==> config.mk <==
export PLATFORM = sky130hd
export DESIGN_NAME = mult_div_unit
export DESIGN_NICKNAME = d
export VERILOG_FILES = /design/src/rtl/mult_div_unit.sv
export SDC_FILE = /design/constraint.sdc
export NUM_CORES = 1
export LEC_CHECK = 0
export CAP_MARGIN = 20
export CORE_ASPECT_RATIO = 0.6
export CORE_MARGIN = 2
export CORE_UTILIZATION = 58
export DETAILED_ROUTE_END_ITERATION = 10
export PLACE_DENSITY = 0.85
export SETUP_SLACK_MARGIN = 0.1
export SLEW_MARGIN = 20
export SYNTH_ARGS = -nofsm -noshare
export SYNTH_HDL_FRONTEND = slang
export SYNTH_SLANG_ARGS = --single-unit
==> constraint.sdc <==
create_clock -name clk -period 3.6 [get_ports clk]
set_input_delay 0.9 -clock clk [delete_from_list [all_inputs] [get_ports clk]]
set_output_delay 0.9 -clock clk [all_outputs]
set_load 0.03 [all_outputs]
==> src/rtl/mult_div_unit.sv <==
// Iterative MIPS multiply/divide unit that owns HI/LO: shift-add multiply and
// restoring divide on operand magnitudes, with sign fix-up in a final cycle.
module mult_div_unit #(
  parameter int unsigned WIDTH = 32
) (
  input  logic             clk,
  input  logic             rst_n,
  input  logic             start,
  input  logic [1:0]       op,
  input  logic [WIDTH-1:0] rs_val,
  input  logic [WIDTH-1:0] rt_val,
  input  logic             hi_we,
  input  logic             lo_we,
  input  logic [WIDTH-1:0] wdata,
  output logic             busy,
  output logic             done,
  output logic [WIDTH-1:0] hi,
  output logic [WIDTH-1:0] lo
);

  localparam int unsigned CW = (WIDTH > 1) ? $clog2(WIDTH) : 1;
  localparam logic [CW-1:0] LAST = CW'(WIDTH - 1);

  typedef enum logic [1:0] {
    S_IDLE,
    S_RUN,
    S_FINISH
  } state_t;

  state_t             state_q, state_d;
  logic               is_div_q, is_div_d;
  logic [2*WIDTH-1:0] acc_q, acc_d;
  logic [WIDTH-1:0]   opnd_q, opnd_d;
  logic               negq_q, negq_d;
  logic               negr_q, negr_d;
  logic               div0_q, div0_d;
  logic [CW-1:0]      cnt_q, cnt_d;
  logic [WIDTH-1:0]   hi_q, hi_d;
  logic [WIDTH-1:0]   lo_q, lo_d;
  logic               done_q, done_d;

  logic               is_signed;
  logic [WIDTH-1:0]   rs_mag, rt_mag;
  logic [WIDTH:0]     mul_sum, div_shift, div_diff;
  logic [2*WIDTH-1:0] prod_fix;
  logic [WIDTH-1:0]   quo, rem;

  assign is_signed = ~op[0];
  assign rs_mag    = (is_signed && rs_val[WIDTH-1]) ? -rs_val : rs_val;
  assign rt_mag    = (is_signed && rt_val[WIDTH-1]) ? -rt_val : rt_val;

  // acc holds {partial product, multiplier} or {remainder, dividend/quotient}
  assign mul_sum   = {1'b0, acc_q[2*WIDTH-1:WIDTH]}
                   + {1'b0, (acc_q[0] ? opnd_q : {WIDTH{1'b0}})};
  assign div_shift = {acc_q[2*WIDTH-1:WIDTH], acc_q[WIDTH-1]};
  assign div_diff  = div_shift - {1'b0, opnd_q};
  assign prod_fix  = negq_q ? -acc_q : acc_q;
  assign quo       = acc_q[WIDTH-1:0];
  assign rem       = acc_q[2*WIDTH-1:WIDTH];

  always_comb begin
    state_d  = state_q;
    is_div_d = is_div_q;
    acc_d    = acc_q;
    opnd_d   = opnd_q;
    negq_d   = negq_q;
    negr_d   = negr_q;
    div0_d   = div0_q;
    cnt_d    = cnt_q;
    hi_d     = hi_q;
    lo_d     = lo_q;
    done_d   = 1'b0;
    unique case (state_q)
      S_IDLE: begin
        if (start) begin
          is_div_d = op[1];
          negq_d   = is_signed & (rs_val[WIDTH-1] ^ rt_val[WIDTH-1]);
          negr_d   = is_signed & rs_val[WIDTH-1];
          div0_d   = (rt_val == '0);
          cnt_d    = '0;
          if (op[1]) begin
            acc_d  = {{WIDTH{1'b0}}, rs_mag};
            opnd_d = rt_mag;
          end else begin
            acc_d  = {{WIDTH{1'b0}}, rt_mag};
            opnd_d = rs_mag;
          end
          state_d = S_RUN;
        end else begin
          if (hi_we) hi_d = wdata;
          if (lo_we) lo_d = wdata;
        end
      end
      S_RUN: begin
        if (is_div_q) begin
          if (!div_diff[WIDTH]) acc_d = {div_diff[WIDTH-1:0], acc_q[WIDTH-2:0], 1'b1};
          else                  acc_d = {div_shift[WIDTH-1:0], acc_q[WIDTH-2:0], 1'b0};
        end else begin
          acc_d = {mul_sum, acc_q[WIDTH-1:1]};
        end
        cnt_d = cnt_q + 1'b1;
        if (cnt_q == LAST) state_d = S_FINISH;
      end
      S_FINISH: begin
        if (is_div_q) begin
          // a zero divisor leaves the dividend magnitude as remainder, so the
          // normal remainder sign fix-up already restores rs_val into HI
          lo_d = div0_q ? '1 : (negq_q ? -quo : quo);
          hi_d = negr_q ? -rem : rem;
        end else begin
          hi_d = prod_fix[2*WIDTH-1:WIDTH];
          lo_d = prod_fix[WIDTH-1:0];
        end
        done_d  = 1'b1;
        state_d = S_IDLE;
      end
      default: state_d = S_IDLE;
    endcase
  end

  always_ff @(posedge clk or negedge rst_n) begin
    if (!rst_n) begin
      state_q  <= S_IDLE;
      is_div_q <= 1'b0;
      acc_q    <= '0;
      opnd_q   <= '0;
      negq_q   <= 1'b0;
      negr_q   <= 1'b0;
      div0_q   <= 1'b0;
      cnt_q    <= '0;
      hi_q     <= '0;
      lo_q     <= '0;
      done_q   <= 1'b0;
    end else begin
      state_q  <= state_d;
      is_div_q <= is_div_d;
      acc_q    <= acc_d;
      opnd_q   <= opnd_d;
      negq_q   <= negq_d;
      negr_q   <= negr_d;
      div0_q   <= div0_d;
      cnt_q    <= cnt_d;
      hi_q     <= hi_d;
      lo_q     <= lo_d;
      done_q   <= done_d;
    end
  end

  assign busy = (state_q != S_IDLE);
  assign done = done_q;
  assign hi   = hi_q;
  assign lo   = lo_q;

endmodule

==> results.txt <==
- The run finished with clean final reports.
- Compared with the post-synthesis result, the final layout area differs by 24.8%.
- Leaving out fill and tap cells, the most frequent cells in the layout are 196 x nand2_1, 189 x o21ai_0, 175 x buf_4.
- Element type at the critical path end: flip-flop
* Number of core rows: 45
- Root cell of the clock tree: clkbuf_16
- Along the worst path, the maximum fanout reaches 7.
- Number of unique standard cell types used by synthesis: between 70 and 80
- The initial antenna violation count is 3.
- Crit-path cells: nor3_1 -> nand3_1 -> or4_4 -> o21ai_1 -> and3_1 -> nand2_1 -> o31ai_1 -> xor2_1 -> a21oi_1
- For this design the ratio of total power to cell area is roughly 1100 nW/um^2.
- Setup violations remaining at the end of the flow were counted as 0.
* Final setup TNS: 0 ps
- In this run, synthesis inferred 0 flip-flops with an integrated enable.
* Delay-heaviest family, CP: simple AND/OR/NAND/NOR gates
- At the end of routability-driven placement, the weighted congestion stood at approximately 1.1.
- First-pass GRT wire length: 86.8 mm
- Arrival time of data at the critical path endpoint: around 3800 ps
- Count of max-cap constraint violations: 0
* Vias post-DR: approximately 16,000
- Entering global routing, the biggest net connects 67 pins.
* Initial drt markers: between 2,000 and 3,000
* Wirelength per Cell: roughly 23 um
- TritonCTS built the clock tree.
- Terminus of the critical flop-to-flop path: hi[25]
- Number of detailed-route iterations in the first pass: 5
- Fraction of the cycle the final worst path needs: between 90 and 100%
- In this run the remaining antenna-violating nets after routing total 0.
- Total global routing track utilization: between 40% and 50%
- The startpoint identified for the worst register-to-register timing path is acc_q[13].
- Across the routed clock network, the largest skew measured is about 17 ps.
- Relative slew slack: between 50% and 60%
- WL final: ~58 mm
- Clock-pin slew was measured on the worst setup and hold paths at around 80 ps.
- Counting both buffers and inverters, the worst setup path holds a total of 0.
- The core region is roughly 25,000 um^2.
- For this run, the register share of the synthesized area comes to around 29%.
- Starting density of the core: about three fifths
- In this run the cell area of the synthesized design comes to about 15,000 um^2.
- Clock latency on the worst-skew pair, taken at its later pin, is roughly 470 ps.
* Number of ports placed on the die boundary: 169
* Vias per std cell: approximately 6.6
- On the critical path, the stage with the largest delay is an instance of or4_4.
- The count of cells in the finished layout, fillers not included, comes to between 2,000 and 2,500.
- H-tree Lvls: 4
* Reg-to-reg slack, setup: approximately 150 ps
- Final max-slew violation count: 0
* Transition at the pin with the smallest max-transition slack: about 690 ps
- Highest ir drop seen on vdd: roughly 640 uV
- For the worst setup path, the data required time is 3920 ps.
- In this design, the stage delay of the slowest critical-path cell is 660 ps.
- Number of buffers on the longest clock path: 2
- During synthesis, Yosys emitted a total of 0 warnings.
- In this run the worst hold path is classified as primary input to async pin.
- The floorplan step set the die height to approximately 130 um.
- The number of global-route vias before repair came to ~15,000.
- The tree built by TritonCTS fans out to between 150 and 200 sinks.
* Count of antenna diodes in the layout: 0
- Cell count after synthesis: approximately 1,900
- Mean cell area of the mapped netlist: roughly 8 um^2
- After synthesis, the largest area contributor takes up ~29% of total cell area.
- STA classifies the critical path startpoint as a flip-flop.
* Drc violations: 0
- After global routing the overflow that remains totals 0.
- By startpoint and endpoint, the worst setup path is classified as flip-flop to flip-flop.
- Count of port buffers added during placement: approximately 170
- Final Hold Fails: 0
- In this run the static leakage power is between 0.007 and 0.008 uW.
* Highest attainable clock frequency: a little under 300 MHz
- Cells with a size suffix above 1 make up a little under an eighth of the layout.
- The library cell used most frequently in the layout, excluding fill and tap cells, is nand2_1.
- Largest area contributor in the netlist: dfrtp_1
- Dominant register cell in the synthesized netlist: dfrtp_1
- The die is 212 um wide.
- Sum of net half-perimeters after detailed placement: 45.7 mm
- Share of flip-flops with an asynchronous set or reset after synthesis: 100%
* Cells after DPL: 2,460
* Synthesized netlist net count: 2,087
* Synth top area cells: dfrtp_1 29%, o21ai_0 6.5%, ha_1 5.8%
- The worst register-to-register path has a depth of 9.
- Net count, final: roughly 2,300
* Unrepaired setup endpoints after global routing: yes
* Minimum clock period: 3450 ps
- After synthesis the netlist holds a flip-flop and latch count of roughly 170.
- Number of buffers added by the clock tree synthesis step: 17
* Die outline area: about 27,000 um^2
==> per-stage QoR <==
stage	total power, uW	cell area, um^2	util, %	hold WS [ps]	worst slack, ps
2_1_floorplan	12700	15000	-	449	411
6_report	21200	18700	73.9	416	149
3_3_place_gp	18100	18000	71.2	461	57.3
4_1_cts	20400	18600	73.6	442	122
5_1_grt	22300	18700	73.9	463	48.9
3_5_place_dp	18400	18000	71.2	469	16.7
==> flip-flops by register name (all words and copies together), names as in the netlist <==
name,flops
done,1
lo,32
negr_q,1
acc_q,64
negq_q,1
div0_q,1
is_div_q,1
opnd_q,32
state_q,2
cnt_q,5
hi,32
==> cell usage after synthesis, types with 19 or more instances <==
cell and instances:
xor2_1 65, or3_1 19, a211oi_1 62, ha_1 70, o31ai_1 22, clkbuf_1 110, o211ai_1 31, mux2i_1 77
nand3_1 35, xnor2_1 99, o22ai_1 36, nand2_1 197, nor2_1 150, nor3_1 31, a21oi_1 162, a21o_1 19
o21ai_0 195, inv_1 67, dfrtp_1 172, a31oi_1 19, nor2b_1 28, a22oi_1 25
==> cell type report <==
cell class	instances	area, um^2
Clock buffer	18	439
Sequential cell	172	4310
Fill cell	1911	6620
Clock inverter	14	166
Timing Repair Buffer	350	3120
Inverter	68	255
Tap cell	329	412
Multi-Input combinational cell	1541	10000
==> where the power goes <==
group	switching (uW)	internal [uW]	leakage, uW
registers	900	2910	0.00206
clock network	955	1010	0.000291
logic	9190	6230	0.00553
total	11000	10200	0.00788
==> layer usage <==
layer | global-route usage, % | vias to the layer above | routed length (um)
li1 | - | 7437 | -
met4 | 12.2 | 2 | 1410
met1 | 61.7 | 7736 | 25000
met3 | 18.6 | 116 | 9710
met5 | 0 | - | 12
met2 | 55.2 | 1199 | 22000
==> how the worst max path moves through the flow <==
stage,from,end,cells past startpoint
2_1_floorplan,acc_q[0],acc_q[55],14
3_3_place_gp,rs_val[17],acc_q[26],10
3_5_place_dp,rs_val[17],acc_q[26],10
4_1_cts,acc_q[0],acc_q[63],14
5_1_grt,acc_q[32],acc_q[63],12
6_report,acc_q[13],hi[25],9
==> cells by family after synthesis <==
logic type	count (synthesis)	synth area share [%]
AOI/OAI and AO/OA	664	27.5
xor gates and xnor gates	164	9.58
adders and majority gates	72	6.11
buffers and inverters	199	5.12
DFF	172	28.7
muxes	79	5.29
and+or+nand+nor	562	17.7
==> what timing repair did <==
item                                    CTS  global route
gates resized for setup                   0            22
endpoints found under the setup margin    0            11
buffers inserted                          0             0
hold buffers                              0             0
Note: power is estimated with default switching activity, not from simulation.
